[config.mk]
export PLATFORM = sky130hd
export DESIGN_NAME = mux_scan_capture
export DESIGN_NICKNAME = d
export VERILOG_FILES = /design/src/rtl/mux_scan_capture_pkg.sv /design/src/rtl/mux_scan_settle_cnt.sv /design/src/rtl/mux_scan_capture.sv
export SDC_FILE = /design/constraint.sdc
export NUM_CORES = 1
export LEC_CHECK = 0
export BUFFER_PORTS_ARGS = -buffer_cell sky130_fd_sc_hd__buf_2
export CAP_MARGIN = 25
export CORE_MARGIN = 10
export CORE_UTILIZATION = 55
export DETAILED_ROUTE_END_ITERATION = 6
export PLACE_DENSITY = 0.87
export SYNTH_ARGS = -nofsm -noshare
export SYNTH_HDL_FRONTEND = slang
export SYNTH_SLANG_ARGS = --single-unit
[constraint.sdc]
create_clock -name clk -period 2.5 [get_ports clk]
set_clock_uncertainty 0.05 [all_clocks]
set_input_delay 0 -clock clk [delete_from_list [all_inputs] [get_ports clk]]
set_output_delay 0 -clock clk [all_outputs]
set_load 0.01 [all_outputs]
[src/rtl/mux_scan_capture_pkg.sv]
// Shared definitions for the scanned 4:1 mux capture stage.
// Optional feature macro: MUX_SCAN_PARITY_EN (parity helper used only when defined).
package mux_scan_capture_pkg;

  localparam int unsigned SEL_W = 2;
  localparam logic [SEL_W-1:0] LAST_CH = 2'd3;

  typedef enum logic [1:0] {
    IDLE   = 2'd0,
    SETTLE = 2'd1,
    SAMPLE = 2'd2,
    HOLD   = 2'd3
  } scan_state_t;

  function automatic logic word_parity_of(input logic [3:0] w);
    return ^w;
  endfunction

endpackage

[src/rtl/mux_scan_settle_cnt.sv]
// Loadable 4-bit settle down-counter; done flags the last settle cycle (count==1).
module mux_scan_settle_cnt (
  input  logic       clk,
  input  logic       rst_n,
  input  logic       load,
  input  logic [3:0] load_val,
  input  logic       dec,
  output logic       done
);

  logic [3:0] count;

  // Load takes priority; decrement saturates at zero.
  always_ff @(posedge clk or negedge rst_n) begin
    if (!rst_n) begin
      count <= '0;
    end else if (load) begin
      count <= load_val;
    end else if (dec && (count != 4'd0)) begin
      count <= count - 4'd1;
    end
  end

  assign done = (count == 4'd1);

endmodule

[src/rtl/mux_scan_capture.sv]
// Scan sequencer around the 4:1 lab mux: steps sel through all channels,
// settles, samples x_in and presents the 4-bit word with valid/ready.
// Optional feature macro: MUX_SCAN_PARITY_EN adds the word_parity output.
module mux_scan_capture
  import mux_scan_capture_pkg::*;
#(
  parameter int unsigned SETTLE_CYCLES = 2,
  parameter int unsigned NUM_CH        = 4
) (
  input  logic             clk,
  input  logic             rst_n,
  input  logic             start,
  input  logic             x_in,
  output logic [SEL_W-1:0] sel,
  output logic             busy,
  output logic [3:0]       word_out,
  output logic             word_valid,
  input  logic             word_ready,
`ifdef MUX_SCAN_PARITY_EN
  output logic             word_parity,
`endif
  output logic             overrun
);

  localparam logic [3:0]  SETTLE_LD = 4'(SETTLE_CYCLES);
  localparam scan_state_t FIRST_ST  = (SETTLE_CYCLES == 0) ? SAMPLE : SETTLE;

  scan_state_t           state;
  logic [NUM_CH-2:0]     shadow;
  logic                  cnt_load;
  logic                  cnt_dec;
  logic                  cnt_done;

  // Counter reloads whenever a new settle window opens.
  always_comb begin
    cnt_load = 1'b0;
    unique case (state)
      IDLE:    cnt_load = start;
      SAMPLE:  cnt_load = (sel != LAST_CH);
      HOLD:    cnt_load = word_ready && start;
      default: cnt_load = 1'b0;
    endcase
    cnt_dec = (state == SETTLE);
  end

  mux_scan_settle_cnt u_settle_cnt (
    .clk      (clk),
    .rst_n    (rst_n),
    .load     (cnt_load),
    .load_val (SETTLE_LD),
    .dec      (cnt_dec),
    .done     (cnt_done)
  );

  // Scan FSM, shadow capture, word assembly and overrun flag.
  // Shadow is a right-shift register filled MSB-first, so after channels
  // 0..2 it holds {x2,x1,x0}, the same layout as indexing shadow[sel].
  always_ff @(posedge clk or negedge rst_n) begin
    if (!rst_n) begin
      state       <= IDLE;
      sel         <= '0;
      busy        <= 1'b0;
      word_out    <= '0;
      word_valid  <= 1'b0;
      overrun     <= 1'b0;
      shadow      <= '0;
`ifdef MUX_SCAN_PARITY_EN
      word_parity <= 1'b0;
`endif
    end else begin
      unique case (state)
        IDLE: begin
          if (start) begin
            sel   <= '0;
            busy  <= 1'b1;
            state <= FIRST_ST;
          end
        end
        SETTLE: begin
          if (start) overrun <= 1'b1;
          if (cnt_done) state <= SAMPLE;
        end
        SAMPLE: begin
          if (start) overrun <= 1'b1;
          if (sel != LAST_CH) begin
            shadow <= {x_in, shadow[NUM_CH-2:1]};
            sel    <= sel + 1'b1;
            state  <= FIRST_ST;
          end else begin
            word_out    <= {x_in, shadow};
`ifdef MUX_SCAN_PARITY_EN
            word_parity <= word_parity_of({x_in, shadow});
`endif
            word_valid  <= 1'b1;
            busy        <= 1'b0;
            sel         <= '0;
            state       <= HOLD;
          end
        end
        HOLD: begin
          if (word_ready) begin
            word_valid <= 1'b0;
            if (start) begin
              sel   <= '0;
              busy  <= 1'b1;
              state <= FIRST_ST;
            end else begin
              state <= IDLE;
            end
          end else if (start) begin
            overrun <= 1'b1;
          end
        end
        default: state <= IDLE;
      endcase
    end
  end

endmodule

==> results.md <==
Clock network:
- The clock tree from TritonCTS is yes.
- The clock transition time at the flip-flop clock pins of the worst setup and hold paths is 0.11 ns.
- The clock passes through at most 2 buffers.
- The clock root buffer master is sky130_fd_sc_hd__clkbuf_4.
- The number of clock sinks is 18.
- The total clock buffers created by CTS is 3.
- Clock latency on the worst-skew pair, taken at its later pin, is 0.29 ns.
- The count of H-tree levels built during CTS is 1.

Synth:
- The combined area of all synthesized cells is 996.0 um^2.
- The average cell area after synthesis is 11.19 um^2.
- Summing the sequential cell areas from Yosys gives 45.23% of the chip area.
- Ranked by total cell area, the synthesized netlist is headed by sky130_fd_sc_hd__dfrtp_1 45%, sky130_fd_sc_hd__ha_1 10%, sky130_fd_sc_hd__mux2_2 9.0%, sky130_fd_sc_hd__inv_1 2.6%, sky130_fd_sc_hd__a32o_1 2.0%.
- For this run, the leading register cell type out of synthesis is sky130_fd_sc_hd__dfrtp_1.
- The number of instances in the synthesized netlist is 89.
- The synthesized net count is 102.
- Counting flops with an async set or reset pin after synthesis yields a share of 100.0%.
- After synthesis, the largest area contributor takes up 45.23% of total cell area.
- The Yosys step of the flow raised 0 warnings.
- sky130_fd_sc_hd__dfrtp_1 takes more of the synthesized area than any other cell.
- The number of synthesized register bits is 18.
- The netlist uses 33 different library cells.
- In this run, synthesis inferred 0 flip-flops with an integrated enable.

STA:
- Derived from the worst setup path, the maximum achievable clock frequency is 535.3 MHz.
- The count of endpoints failing setup in the final report is 0.
- The number of hold violations in the final report was 0.
- After layout, the worst path uses 74.72% of the clock period.
- Setup slack on the critical path of the routed design comes to 0.6319 ns.
- After layout, the minimum clock period comes to 1.868 ns.
- The worst-margin pin slew is 0.4961 ns.
- The max-slew violation total from the final report was 0.
- The worst relative slew slack is 66.92%.
- For the final routed database, the setup TNS stands at 0 ns.
- Final hold analysis gives a worst-case slack of 0.1056 ns.
- Setup repair after global routing left no endpoint under its margin.

Place:
- The placer's final routability congestion estimate is 0.8530.
- The number of I/O port buffers is 13.
- Once detailed placement completed, the half-perimeter wirelength came to 1480 um.
- Including well taps, the total number of placed cells is 125.
- The cell area after placement is 1085 um^2.
- Before CTS, the worst setup slack after placement is 0.6516 ns.

Worst setup path:
- The largest fanout of any net on the critical path is 7.
- The worst setup path is launched from a register.
- The data arrival time of the worst path is 2.01 ns.
- STA puts the critical path data required time at 2.64 ns.
- The worst setup path category is register to register.
- The critical path capture point type is a register.

Routing:
- The number of vias per cell is 5.669.
- The number of design rule violations left after detail routing is 0.
- In the final routed layout, each cell accounts on average for 15.22 um.
- The first detailed-routing pass ran for 4 iterations.
- The violation count after the first detailed-routing iteration is 15.
- The post-detailed-routing wire length is 2024 um.
- The number of nets with antenna violations after routing is 0.
- The routed layout has 754 vias.

Die:
- The core region is 1727 um^2.
- The die is 62.56 um wide.
- The effective utilization at floorplan is 57.68%.
- The count of boundary I/O pins is 14.
- The area of the die is 3913 um^2.
- The die is 62.56 um tall.
- The floorplan row count is 15.

Layout:
- The fraction of final layout cells with drive strength greater than 1 is 26.85%.
- The post-route core utilization is 67.25%.
- The library cells used most frequently in the layout, excluding fill and tap cells, are 18 x sky130_fd_sc_hd__dfrtp_1, 13 x sky130_fd_sc_hd__buf_2, 8 x sky130_fd_sc_hd__mux2_2, 8 x sky130_fd_sc_hd__ha_1, 7 x sky130_fd_sc_hd__inv_1.
- Once layout is done, the placed cells without fillers occupy 1161 um^2.
- The area growth from synthesis to layout is 16.58%.
- The most common cell after layout, fill and taps aside is sky130_fd_sc_hd__dfrtp_1.
- After the flow finishes, the layout carries non-filler instances totaling 133.
- The count of antenna diodes in the layout is 0.
- In the final design database the tool counted 122 nets.

Global route:
- The total overflow left after global routing is 0.
- Global routing consumed, over all layers together, 10.23% of the routing resources.
- The first global-routing pass estimated 3387 um of wire.
- The number of antenna violations at the first check in global routing is 0.
- Entering global routing, the biggest net connects 19 pins.
- The via count of the first global-routing pass is 778.

Power:
- The ratio of total power to cell area is 1194 nW/um^2.
- The reported leakage power is 0.5423 nW.
- Across the VDD grid, the largest voltage drop is 0.6647 mV.
- The final total power is 1.386 mW.

Run status:
- The flow ran to the end, and the final reports show no timing, DRC or antenna violations.

Worst hold path:
- The worst hold path class is input port to async pin.

Job:
- The tool flagged a number of max-cap violations equal to 0.
[flip-flops by register name (all words and copies together) (netlist names)]
name                count
overrun                 1
u_settle_cnt.count      4
sel                     2
word_out                4
state                   2
busy                    1
shadow                  3
word_valid              1
[final cells by class]
type / instances / area, um^2
Tap cell: 25 / 31.28
Inverter: 7 / 26.28
Fill cell: 134 / 565.5
Multi-Input combinational cell: 62 / 511.7
Sequential cell: 18 / 450.4
Timing Repair Buffer: 17 / 105.1
Clock buffer: 4 / 36.28
[power breakdown]
| part | switching [mW] | leakage (nW) | total (mW) | internal [mW] |
|---|---|---|---|---|
| clock network | 0.0908 | 0.0210 | 0.179 | 0.0886 |
| registers | 0.108 | 0.211 | 0.522 | 0.414 |
| logic | 0.344 | 0.310 | 0.685 | 0.340 |
[path summary, 6_finish.rpt]
kind | endpoint | slack (ns) | cells past startpoint | start
max | state[1]$_DFFE_PN0P_ | 0.63 | 5 | state[0]$_DFFE_PN0P_
max in group asynchronous | word_out[2]$_DFFE_PN0P_ | 2.01 | 2 | rst_n
min in group clk | overrun$_DFFE_PN0P_ | 0.42 | 1 | overrun$_DFFE_PN0P_
min | state[1]$_DFFE_PN0P_ | 0.11 | 2 | rst_n
max reg2reg | state[1]$_DFFE_PN0P_ | 0.63 | 5 | state[0]$_DFFE_PN0P_
min reg2reg | overrun$_DFFE_PN0P_ | 0.42 | 1 | overrun$_DFFE_PN0P_
[kinds of logic (layout without fill, tap and decap cells)]
| family | after synthesis | in the layout | share of synthesized area [%] |
|---|---|---|---|
| buf+inv | 9 | 28 | 3.392 |
| flops | 18 | 18 | 45.23 |
| mux | 9 | 9 | 10.55 |
| compound gates | 24 | 24 | 18.72 |
| fa+ha+maj | 8 | 8 | 10.05 |
| simple gates | 21 | 21 | 12.06 |
[critical path: stages, from the launching register on]
cell                       delay, ns
sky130_fd_sc_hd__dfrtp_1        0.42
sky130_fd_sc_hd__inv_1          0.12
sky130_fd_sc_hd__ha_1           0.29
sky130_fd_sc_hd__and2_1         0.27
sky130_fd_sc_hd__a2111o_1       0.36
sky130_fd_sc_hd__mux2_4         0.25
[repair_timing]
action	4_1_cts	5_1_grt
buffers inserted	0	0
endpoints found under the hold margin	22	0
hold buffers	4	0
gates resized for setup	0	0
[routing by layer]
metal  global-route usage [%]  routed length (um)  share of wire [%]
met5                        0                   0                  0
met3                    3.047                  50                2.5
met1                    11.78                 946                 47
met2                    17.82                1027                 51
met4                    2.793                   0                  0
[cells in the mapped netlist, drive strengths merged (2+ instances only)]
library cell and instances:
ha 8, o21ai 4, nand2 5, a21oi 2, a22o 2, o31ai 2
nand2b 3, a2111oi 2, inv 7, mux2 9, nor2 4, nor2b 3
a21o 3, dfrtp 18, a32o 2
Power figures use the tool's default switching activity.
